File: src/rtl/alu_pkg.sv
// Shared ALU opcode/state types, datapath width and the per-opcode flag write-enable.
// Imported by the scheduler and its ALU.
package alu_pkg;

    localparam int ALU_DW = 16;

    typedef enum logic [2:0] {
        OP_ADD    = 3'd0,
        OP_SUB    = 3'd1,
        OP_XOR    = 3'd2,
        OP_RED    = 3'd3,
        OP_SLL    = 3'd4,
        OP_SRA    = 3'd5,
        OP_ROR    = 3'd6,
        OP_PADDSB = 3'd7
    } alu_op_t;

    typedef enum logic [1:0] {
        ST_IDLE = 2'd0,
        ST_EXEC = 2'd1,
        ST_RESP = 2'd2
    } sched_state_t;

    localparam int N_IDX = 2;
    localparam int V_IDX = 1;
    localparam int Z_IDX = 0;

    // Which bits of the architectural {N,V,Z} register an opcode may write.
    function automatic logic [2:0] flag_mask(input alu_op_t op);
        logic [2:0] m;
        m = 3'b000;
        case (op)
            OP_ADD, OP_SUB: begin
                m[N_IDX] = 1'b1;
                m[V_IDX] = 1'b1;
                m[Z_IDX] = 1'b1;
            end
            OP_XOR, OP_SLL, OP_SRA, OP_ROR: m[Z_IDX] = 1'b1;
            default: m = 3'b000;
        endcase
        return m;
    endfunction

endpackage

File: src/rtl/alu_sched_alu.sv
// 16-bit ALU: saturating add/sub, logic, parity reduction, shifts/rotate, packed saturating byte add.
// Latency: purely combinational.
// Backpressure: none; result follows the operands.
module alu_sched_alu
    import alu_pkg::*;
(
    input  logic [ALU_DW-1:0] a,
    input  logic [ALU_DW-1:0] b,
    input  alu_op_t           op,
    output logic [ALU_DW-1:0] result,
    output logic [2:0]        nvz
);

    localparam logic [ALU_DW-1:0] POS_MAX = {1'b0, {(ALU_DW-1){1'b1}}};
    localparam logic [ALU_DW-1:0] NEG_MAX = {1'b1, {(ALU_DW-1){1'b0}}};

    logic [ALU_DW:0] sum_ext;
    logic [ALU_DW:0] dif_ext;
    logic [3:0]      sh;
    logic [8:0]      bsum_lo;
    logic [8:0]      bsum_hi;
    logic            ovf_lo;
    logic            ovf_hi;
    logic [7:0]      sat_lo;
    logic [7:0]      sat_hi;
    logic            ovf;

    assign sh = b[3:0];

    // One extra sign bit makes overflow detectable and gives the true sign for saturation.
    assign sum_ext = {a[ALU_DW-1], a} + {b[ALU_DW-1], b};
    assign dif_ext = {a[ALU_DW-1], a} - {b[ALU_DW-1], b};
    assign bsum_lo = {a[7], a[7:0]} + {b[7], b[7:0]};
    assign bsum_hi = {a[15], a[15:8]} + {b[15], b[15:8]};
    assign ovf_lo  = bsum_lo[8] ^ bsum_lo[7];
    assign ovf_hi  = bsum_hi[8] ^ bsum_hi[7];
    assign sat_lo  = ovf_lo ? (bsum_lo[8] ? 8'h80 : 8'h7F) : bsum_lo[7:0];
    assign sat_hi  = ovf_hi ? (bsum_hi[8] ? 8'h80 : 8'h7F) : bsum_hi[7:0];

    always_comb begin
        result = '0;
        ovf    = 1'b0;
        case (op)
            OP_ADD: begin
                ovf    = sum_ext[ALU_DW] ^ sum_ext[ALU_DW-1];
                result = ovf ? (sum_ext[ALU_DW] ? NEG_MAX : POS_MAX) : sum_ext[ALU_DW-1:0];
            end
            OP_SUB: begin
                ovf    = dif_ext[ALU_DW] ^ dif_ext[ALU_DW-1];
                result = ovf ? (dif_ext[ALU_DW] ? NEG_MAX : POS_MAX) : dif_ext[ALU_DW-1:0];
            end
            OP_XOR:    result = a ^ b;
            OP_RED:    result = {{(ALU_DW-1){1'b0}}, ^a};
            OP_SLL:    result = a << sh;
            OP_SRA:    result = $signed(a) >>> sh;
            OP_ROR:    result = (a >> sh) | (a << (5'd16 - {1'b0, sh}));
            OP_PADDSB: begin
                ovf    = ovf_lo | ovf_hi;
                result = {sat_hi, sat_lo};
            end
            default: result = '0;
        endcase
    end

    assign nvz[N_IDX] = result[ALU_DW-1];
    assign nvz[V_IDX] = ovf;
    assign nvz[Z_IDX] = (result == '0);

endmodule

File: src/rtl/alu_sched.sv
// Arbitrates two requesters onto one ALU, sequences one op at a time, owns the {N,V,Z} flag register.
// Latency: response valid two cycles after the request handshake; at most one op in flight.
// Backpressure: request ready only in IDLE to the arbitration winner; response held until rsp_ready.
module alu_sched
    import alu_pkg::*;
#(
    parameter int DW         = 16,
    parameter bit PRIO_FIXED = 1'b0
) (
    input  logic          clk,
    input  logic          rst_n,
    input  logic          req0_valid,
    output logic          req0_ready,
    input  logic [DW-1:0] req0_a,
    input  logic [DW-1:0] req0_b,
    input  logic [2:0]    req0_op,
    input  logic          req1_valid,
    output logic          req1_ready,
    input  logic [DW-1:0] req1_a,
    input  logic [DW-1:0] req1_b,
    input  logic [2:0]    req1_op,
    input  logic          flush,
    output logic          rsp_valid,
    input  logic          rsp_ready,
    output logic          rsp_id,
    output logic [DW-1:0] rsp_data,
    output logic [2:0]    rsp_nvz,
    output logic [2:0]    flags_nvz
);

    sched_state_t  state_q, state_d;
    logic          rr_q;
    logic [DW-1:0] a_q, b_q;
    alu_op_t       op_q;
    logic          id_q;
    logic [DW-1:0] data_q;
    logic [2:0]    nvz_q;
    logic [2:0]    flags_q;
    logic [DW-1:0] alu_result;
    logic [2:0]    alu_nvz;
    logic [2:0]    mask;
    logic          cand0, cand1, grant0, grant1, accept, kill;

    // A flush blocks port 0 from arbitration; rr_q=1 means port 1 is favoured on contention.
    assign cand0  = req0_valid & ~flush;
    assign cand1  = req1_valid;
    assign grant0 = cand0 & (~cand1 | PRIO_FIXED | ~rr_q);
    assign grant1 = cand1 & ~grant0;

    assign req0_ready = rst_n & (state_q == ST_IDLE) & grant0;
    assign req1_ready = rst_n & (state_q == ST_IDLE) & grant1;
    assign accept     = req0_ready | req1_ready;
    assign kill       = flush & ~id_q;
    assign mask       = flag_mask(op_q);

    alu_sched_alu u_alu (
        .a      (a_q),
        .b      (b_q),
        .op     (op_q),
        .result (alu_result),
        .nvz    (alu_nvz)
    );

    always_comb begin
        state_d = state_q;
        case (state_q)
            ST_IDLE: if (accept) state_d = ST_EXEC;
            ST_EXEC: state_d = kill ? ST_IDLE : ST_RESP;
            ST_RESP: if (rsp_ready | kill) state_d = ST_IDLE;
            default: state_d = ST_IDLE;
        endcase
    end

    always_ff @(posedge clk or negedge rst_n) begin
        if (!rst_n) begin
            state_q <= ST_IDLE;
            rr_q    <= 1'b0;
            a_q     <= '0;
            b_q     <= '0;
            op_q    <= OP_ADD;
            id_q    <= 1'b0;
            data_q  <= '0;
            nvz_q   <= 3'b000;
            flags_q <= 3'b000;
        end else begin
            state_q <= state_d;
            if (state_q == ST_IDLE && accept) begin
                a_q  <= grant0 ? req0_a : req1_a;
                b_q  <= grant0 ? req0_b : req1_b;
                op_q <= alu_op_t'(grant0 ? req0_op : req1_op);
                id_q <= grant1;
                if (cand0 & cand1) rr_q <= grant0;
            end
            if (state_q == ST_EXEC && !kill) begin
                data_q <= alu_result;
                nvz_q  <= alu_nvz;
                if (!id_q) flags_q <= (flags_q & ~mask) | (alu_nvz & mask);
            end
        end
    end

    assign rsp_valid = (state_q == ST_RESP);
    assign rsp_id    = id_q;
    assign rsp_data  = data_q;
    assign rsp_nvz   = nvz_q;
    assign flags_nvz = flags_q;

endmodule

File: config.mk
export PLATFORM = sky130hd
export DESIGN_NAME = alu_sched
export DESIGN_NICKNAME = d
export VERILOG_FILES = /design/src/rtl/alu_pkg.sv /design/src/rtl/alu_sched_alu.sv /design/src/rtl/alu_sched.sv
export SDC_FILE = /design/constraint.sdc
export NUM_CORES = 1
export LEC_CHECK = 0
export ABC_AREA = 1
export CORE_MARGIN = 5
export CORE_UTILIZATION = 45
export DETAILED_ROUTE_END_ITERATION = 10
export PLACE_DENSITY = 0.69
export REMOVE_ABC_BUFFERS = 1
export SLEW_MARGIN = 5
export SYNTH_ARGS = -nofsm -noshare
export SYNTH_HDL_FRONTEND = slang
export SYNTH_SLANG_ARGS = --single-unit
File: constraint.sdc
create_clock -name clk -period 3.1 [get_ports clk]
set_clock_uncertainty 0.1 [all_clocks]
set_input_delay 0.93 -clock clk [delete_from_list [all_inputs] [get_ports clk]]
set_output_delay 0.93 -clock clk [all_outputs]
set_load 0.1 [all_outputs]
=== Word-level counts from Yosys, hierarchy flattened ===
Cells that the tools add are included.

* Flip-flop bits (word level): 61
* Input port bits: 76
* Word-level logic and storage cells: 87
* Output and inout port bits: 26

* Eq/ne operators: 11
* Bitwise gates (word level): 27
* Reductions and logical operators: 12
* Shift-type cells: 4
* Mux-type cells: 19
* Add/subtract/negate cells: 5

{| class="wikitable"
|+ Operators with widths
! operator !! number
|-
| $pmux 16 s8 || 1
|-
| $mux 16 || 6
|-
| $mux 8 || 4
|-
| $add 8x8->9 || 2
|-
| $add 16x16->17 || 1
|-
| $sub 16x16->17 || 1
|-
| $logic_not 16->1 || 1
|-
| $or 16x16->16 || 1
|-
| $reduce_xor 16->1 || 1
|-
| $shl 16x4->16 || 1
|-
| $shl 16x5->16 || 1
|-
| $shr 16x4->16 || 1
|-
| $sshr 16x4->16 || 1
|-
| $xor 16x16->16 || 1
|-
| $eq 3x3->1 const B || 4
|-
| $and 1x1->1 || 8
|-
| $mux 2 || 4
|-
| $and 3x3->3 || 2
|-
| $eq 3x2->1 const B || 2
|-
| $pmux 2 s3 || 1
|-
| $reduce_and 2->1 || 3
|-
| $reduce_or 6->1 || 1
|-
| $not 1->1 || 5
|-
| $sub 5x4->5 const A || 1
|-
| other kinds (17) || 24
|}

=== Longest topological paths before layout ===
* Depth after elaboration: 9
* Depth in mapped cells: 26
* Depth with buffers taken out: 25

=== Hierarchy ===
A second synthesis with hierarchy kept.

* Cells, all modules: 1573
* Area, all modules: 8733.4 sq um

{| class="wikitable"
|+ By module, submodules not included
! module !! instances !! cells an instance !! sequential area each (sq um) !! area each (sq um)
|-
| alu_sched_alu || 1 || 1173 || 0.0 || 5579.1
|-
| alu_sched || 1 || 400 || 1526.5 || 3154.3
|}

=== Worst setup path before layout ===
OpenSTA, ideal clock, no wires.

* Path type: input to output
* Start: in flush
* End: out req1_ready
* Stages on the path: 5
* Required time: 2.070 ns
* Arrival time: 2.953 ns
* Slack: -0.883 ns
* Path buffers: 1
* Cell sequence: inv_1 nand3_1 clkinv_1 clkbuf_1 nor2_1

* Word-level cells in the longest chain between the ends: 6

{| class="wikitable"
|+ Ends and longest elaborated chain
! item !! line !! source
|-
| start: declaration || alu_sched.sv:22 || <nowiki>input logic flush,</nowiki>
|-
| $not 1->1 || alu_sched.sv:45 || <nowiki>assign cand0 = req0_valid & ~flush;</nowiki>
|-
| $and 1x1->1 || alu_sched.sv:45 ||
|-
| $and 1x1->1 || alu_sched.sv:47 || <nowiki>assign grant0 = cand0 & (~cand1 | PRIO_FIXED | ~rr_q);</nowiki>
|-
| $not 1->1 || alu_sched.sv:48 || <nowiki>assign grant1 = cand1 & ~grant0;</nowiki>
|-
| $and 1x1->1 || alu_sched.sv:48 ||
|-
| $and 1x1->1 || alu_sched.sv:51 || <nowiki>assign req1_ready = rst_n & (state_q == ST_IDLE) & grant1;</nowiki>
|-
| end: declaration || alu_sched.sv:18 || <nowiki>output logic req1_ready,</nowiki>
|}

Every way passes these cells.

=== Worst setup path after layout ===
* Start: in req1_valid
* End: out req1_ready

* Word-level cells in the longest chain between the ends: 6

{| class="wikitable"
|+ Ends and longest elaborated chain
! item !! line !! source
|-
| start: declaration || alu_sched.sv:17 || <nowiki>input logic req1_valid,</nowiki>
|-
| $not 1->1 || alu_sched.sv:47 ||
|-
| $or 1x1->1 || alu_sched.sv:47 ||
|-
| $and 1x1->1 || alu_sched.sv:47 ||
|-
| $not 1->1 || alu_sched.sv:48 ||
|-
| $and 1x1->1 * || alu_sched.sv:48 ||
|-
| $and 1x1->1 * || alu_sched.sv:51 ||
|}

Mark *: on every way between the ends. The rest lies on a longest branch, timed or not.

==> impl_metrics.py <==
metrics = {
    "critical_path": {
        "critical_path_arrival_ns": 1.98,
        "critPathMaxStageDelay_ns": 0.48,
        "startpoint_of_the_worst_register_to_register_path": "b_q[2]",
        "cp_buf_inv_count": 3,
        "crit_path_end_kind": "primary output",
        "worstRegToRegCells": 19,
        "worstSetupPathDepth": 6,
        "critical_path.startpoint_type": "input port",
        "critPathKind": "in2out",
        "worstSetupStartpoint": "req1_valid",
        "crit_path_cell_trace": "clkdlybuf4s50_1 -> nand2_1 -> nand3_1 -> inv_2 -> nor2_4 -> buf_12",
        "crit_family": "buffers and inverters",
        "cp_max_fo": 3,
        "cpMaxStageDelayCell": "clkdlybuf4s50_1",
        "crit_end": "req1_ready",
        "r2r_setup_slack_ns": 0.16,
        "cp_data_required_time_ns": 2.07,
    },
    "worst_hold_path": {
        "worst_hold_path_type": "reg2reg",
    },
    "die": {
        "design.die.area_sq_um": 20900,
        "ios": 102,
        "coreArea_sq_um": 17900,
        "die_h_microns": 145,
        "rows": 49,
        "initial_core_util_pct": 45.6,
        "die_width_microns": 145,
    },
    "final_layout": {
        "drive_above_1_share_pct": 14.4,
        "num-fill-cells": 1852,
        "multi_input_area_sq_um": 5990,
        "final-seq-area_sq_um": 1500,
        "antennaDiodeCount": 0,
        "finish.net_count": 1696,
        "layout.cells.most_common_list": "nand2_1 (581), nand3_1 (202), nor2_1 (114), buf_4 (111), inv_1 (101)",
        "layout_commonest_cell": "nand2_1",
        "area.growth.synth_to_final_pct": 25.3,
    },
    "outcome": {
        "outcome": "complete, no violations",
    },
    "timing": {
        "tightestPinTransition_ns": 0.607,
        "fmaxAchievable_mhz": 332,
        "max-slew-margin-rel_pct": 59.6,
        "timing.final.crit_period_ns": 3.01,
        "report.final.hold_viol_count": 0,
        "final_min_period_over_clock_period_pct": 97.1,
        "finalWorstSetupSlack_ns": 0.0890,
        "timing.final.max_slew_violations": 0,
        "setup_viol": 0,
        "timing.setup.tns_ns": 0,
    },
    "cts": {
        "postCtsHoldBufs": 0,
        "worst_skew_late_latency_ns": 0.35,
        "tritoncts_clock_tree": "done",
        "clock_tree.root_cell": "clkbuf_16",
        "clkSinkCount": 60,
        "cts_max_level": 3,
        "cts.clk_slew.worst_paths_ns": 0.06,
        "max-clock-path-buffers": 2,
        "total_clock_buffers_created_by_cts": 9,
    },
    "global_routing": {
        "groute.layer.met1.usage_pct": 42.9,
        "globalRouteMet2Util_pct": 47.6,
        "groute.usage.overall_pct": 30.2,
        "antenna_found_initial": 0,
        "number_of_global_route_vias_before_repair": 9015,
        "grt_pass1_wl_microns": 48800,
        "grt_max_degree": 72,
        "grt_overflow": 0,
        "gr-max-usage-layer": "met2",
        "globalRouteMet3Util_pct": 4.77,
    },
    "route": {
        "drt_first_iter_violations": 1221,
        "detail_route.wirelength_microns": 31400,
        "routed_length_per_placed_instance_microns": 17.3,
        "post_route_drc": 0,
        "detailroute.via_count": 9927,
        "postRouteAntennaNets": 0,
        "drt-vias-per-instance": 5.46,
        "drt_first_pass_iters": 5,
    },
    "logic_synthesis": {
        "asyncSetResetFlopFracSynth_pct": 100,
        "syn_area_per_cell_sq_um": 5.64,
        "synth_top_area_cell": "nand2_1",
        "synth-edff-count": 0,
        "post_synth_inst_count": 1449,
        "prevailing_post_synth_register_cell": "dfrtp_1",
        "area_share_of_the_largest_cell_type_after_synthesis_pct": 26.9,
        "synth-warning-count": 0,
        "yosys_register_bits": 60,
        "synth_top_cells_by_area": "nand2_1 (27%), dfrtp_1 (18%), nand3_1 (13%)",
        "ys_types": 45,
        "synth.cell_area_sq_um": 8170,
        "synth.yosys.seq_area_share_pct": 18.4,
    },
    "placed_design": {
        "place.gp.congestion": 1.02,
        "worst_setup_timing_slack_at_the_placement_stage_ns": -0.0176,
        "dp_hpwl_microns": 25500,
        "port_buffers": 101,
    },
    "run": {
        "maxCapViolCount": 0,
    },
}
==> cell families after synthesis <==
group | count (synthesis) | share of synthesized area [%]
AO/OA/AOI/OAI | 156 | 11.3
XOR/XNOR | 38 | 4.07
adder cells (fa/ha/maj) | 37 | 5.94
buffers and inverters | 191 | 10.4
flip-flops | 60 | 18.4
multiplexers | 1 | 0.138
AND/OR/NAND/NOR | 966 | 49.8
==> sequential cells by signal (all words and copies together) (netlist names), named ones only <==
signal	count
b_q	16
a_q	16
rsp_id	1
op_q	3
state_q	2
rr_q	1
rsp_nvz	2
rsp_data	16
==> repair_timing <==
item	in CTS	in global routing
endpoints found under the hold margin	0	0
cloned	0	1
setup endpoints to repair	1	7
gates resized for setup	1	46
pin swaps	0	6
buffers inserted	0	5
==> worst min-delay path, stage by stage (launching register included) <==
cell     delay (ns)
dfrtp_1        0.34
nand2_1        0.05
nand2_1        0.05
==> metal layers <==
metal	up-vias	wire length [microns]
li1	4934	-
met1	4490	13800
met2	454	14000
met3	49	2820
met4	0	780
met5	-	0
==> per-stage QoR <==
| step | std cells | hold WS, ns | utilization, % | cell area (sq um) |
|---|---|---|---|---|
| floorplan | 1380 | 0.370 | - | 7790 |
| global placement | 1795 | 0.365 | 54.1 | 9690 |
| detailed placement | 1795 | 0.366 | 54.1 | 9690 |
| CTS | 1811 | 0.382 | 56.0 | 10000 |
| global route | 1817 | 0.399 | 57.2 | 10200 |
| finish | 1817 | 0.379 | 57.2 | 10200 |
==> area by class of cell <==
cell class                      count  area share (%)
Multi-Input combinational cell   1199            58.5
Timing Repair Buffer              191            16.2
Sequential cell                    60            14.7
Inverter                          122            4.55
Tap cell                          229            2.80
Clock buffer                        9            2.20
Clock inverter                      7            1.03
==> cells in the mapped netlist (2+ instances only) <==
cell	instances
nand3_1	207
xor2_1	29
inv_4	3
xnor2_1	9
o21ai_1	7
nor3_2	2
buf_4	10
buf_2	15
nand2_2	18
inv_2	15
a21oi_1	53
nor3_1	7
nand2_4	2
a21oi_4	4
nor4_1	2
o21a_1	3
a21oi_2	3
o211ai_1	6
or2_2	2
fa_1	3
nand2_1	586
a31oi_1	38
clkbuf_1	34
inv_1	103
nand3b_1	3
o21bai_1	3
nor2_1	120
nor2_4	4
and2_1	2
ha_1	34
o21ai_0	36
dfrtp_1	60
buf_6	9
nand4_1	6
==> how the worst min path moves through the flow <==
stage                      from          end  slack (ns)  cells after the start
floorplan                  rr_q         rr_q        0.37                      2
global route         rsp_nvz[1]   rsp_nvz[1]        0.40                      2
CTS                  rsp_nvz[1]   rsp_nvz[1]        0.38                      2
finish               rsp_nvz[1]   rsp_nvz[1]        0.38                      2
detailed placement   rsp_nvz[1]   rsp_nvz[1]        0.37                      2
global placement    rsp_data[7]  rsp_data[7]        0.36                      2
Power is left out: the tool's default activity adds up to more than one toggle a clock period on the data nets, which glitch-free logic cannot reach.
==> RTL edit, RTL diff (same flow settings) <==
`PRIO_FIXED`: 1'b0 -> 1'b1.
--- a/src/rtl/alu_sched.sv
+++ b/src/rtl/alu_sched.sv
@@ -5,7 +5,7 @@
     import alu_pkg::*;
 #(
     parameter int DW         = 16,
-    parameter bit PRIO_FIXED = 1'b0
+    parameter bit PRIO_FIXED = 1'b1
 ) (
     input  logic          clk,
     input  logic          rst_n,
Check against the original RTL: not equivalent (a bounded check fails within 4 cycles, from zero or initial values and one cycle with rst_n low).
==> RTL edit against the unedited design <==
- routed wire length increased by 2.1%
- final area shrank 0.82%
- sequential share of layout area fell by 0.088 points
- area after synthesis increased by 0.32%
- sequential cell count decreased by 1
- worst setup slack improved by 0.037 ns
- critical endpoint is now req0_ready
- highest routed layer unchanged
Power is not shown: default switching activity piles up to over one toggle a cycle in this logic, so the estimate is an artifact.
==> RTL edit: results <==
[finish]
layout.nonclk_buf_frac = 0.159
drive_gt1_frac = 0.137
multi_input_area_share = 0.585
seq_area_mm2 = 0.00148
nFillCells = 1829
signal_buffers = 180
clk_share = 0.0274
inv_count = 147

[hold_path]
hold_start = "rsp_data[11]$_DFFE_PN0P_"

[critical_path]
critical_path_arrival_ns = 1.94
r2r-start = "a_q[10]$_DFFE_PN0P_"
crit_start = "flush"
reg2reg_slack_ns = 0.14

[detailed_routing]
wl_met1_mm = 14.6
first_pass_iters = 7
totalWireLength_mm = 32.0
wl_met2_mm = 14.0
via_count = 10100
drt-initial-drc-count = 1127

[place]
gp_congestion = 1.00
pre_cts_ws_ns = 0.0120

[run_status]
status = "finished clean"

[synthesis]
synth_compound_area_frac = 0.0989
synth_area_leaders = "nand2_1, dfrtp_1, nand3_1, nor2_1, inv_1"
synth_xor_xnor_area_share = 0.0342
ys_seq_area_frac = 0.180
synthAdderAreaFrac = 0.0592
synth_commonest_cells = "nand2_1, nand3_1, nor2_1"

[global_route]
grt_util_met1 = 0.432
grt_max_degree = 41
grt_pass1_vias = 9342

[timing]
timing.final.crit_period_ns = 2.97
tightest_slew_ns = 0.643
==> RTL edit: final timing paths <==
check,end,cells after the start
hold reg to reg,rsp_data[11]$_DFFE_PN0P_,2
min in group asynchronous,a_q[4]$_DFFE_PN0P_,2
setup / recovery,req0_ready,5
max in group asynchronous,rsp_data[4]$_DFFE_PN0P_,3
setup reg to reg,register,14
hold / removal,rsp_data[11]$_DFFE_PN0P_,2
==> RTL edit: per-stage QoR <==
| stage | area, um^2 | cells | util | hold slack [ns] | setup TNS (ns) |
|---|---|---|---|---|---|
| finish | 10100 | 1844 | 0.565 | 0.377 | 0 |
| global route | 10100 | 1844 | 0.565 | 0.403 | -0.0492 |
| CTS | 9970 | 1842 | 0.555 | 0.383 | 0 |
| detailed placement | 9690 | 1826 | 0.540 | 0.367 | 0 |
| global placement | 9690 | 1826 | 0.540 | 0.365 | 0 |
| floorplan | 7810 | 1419 | - | 0.450 | -48.93 |
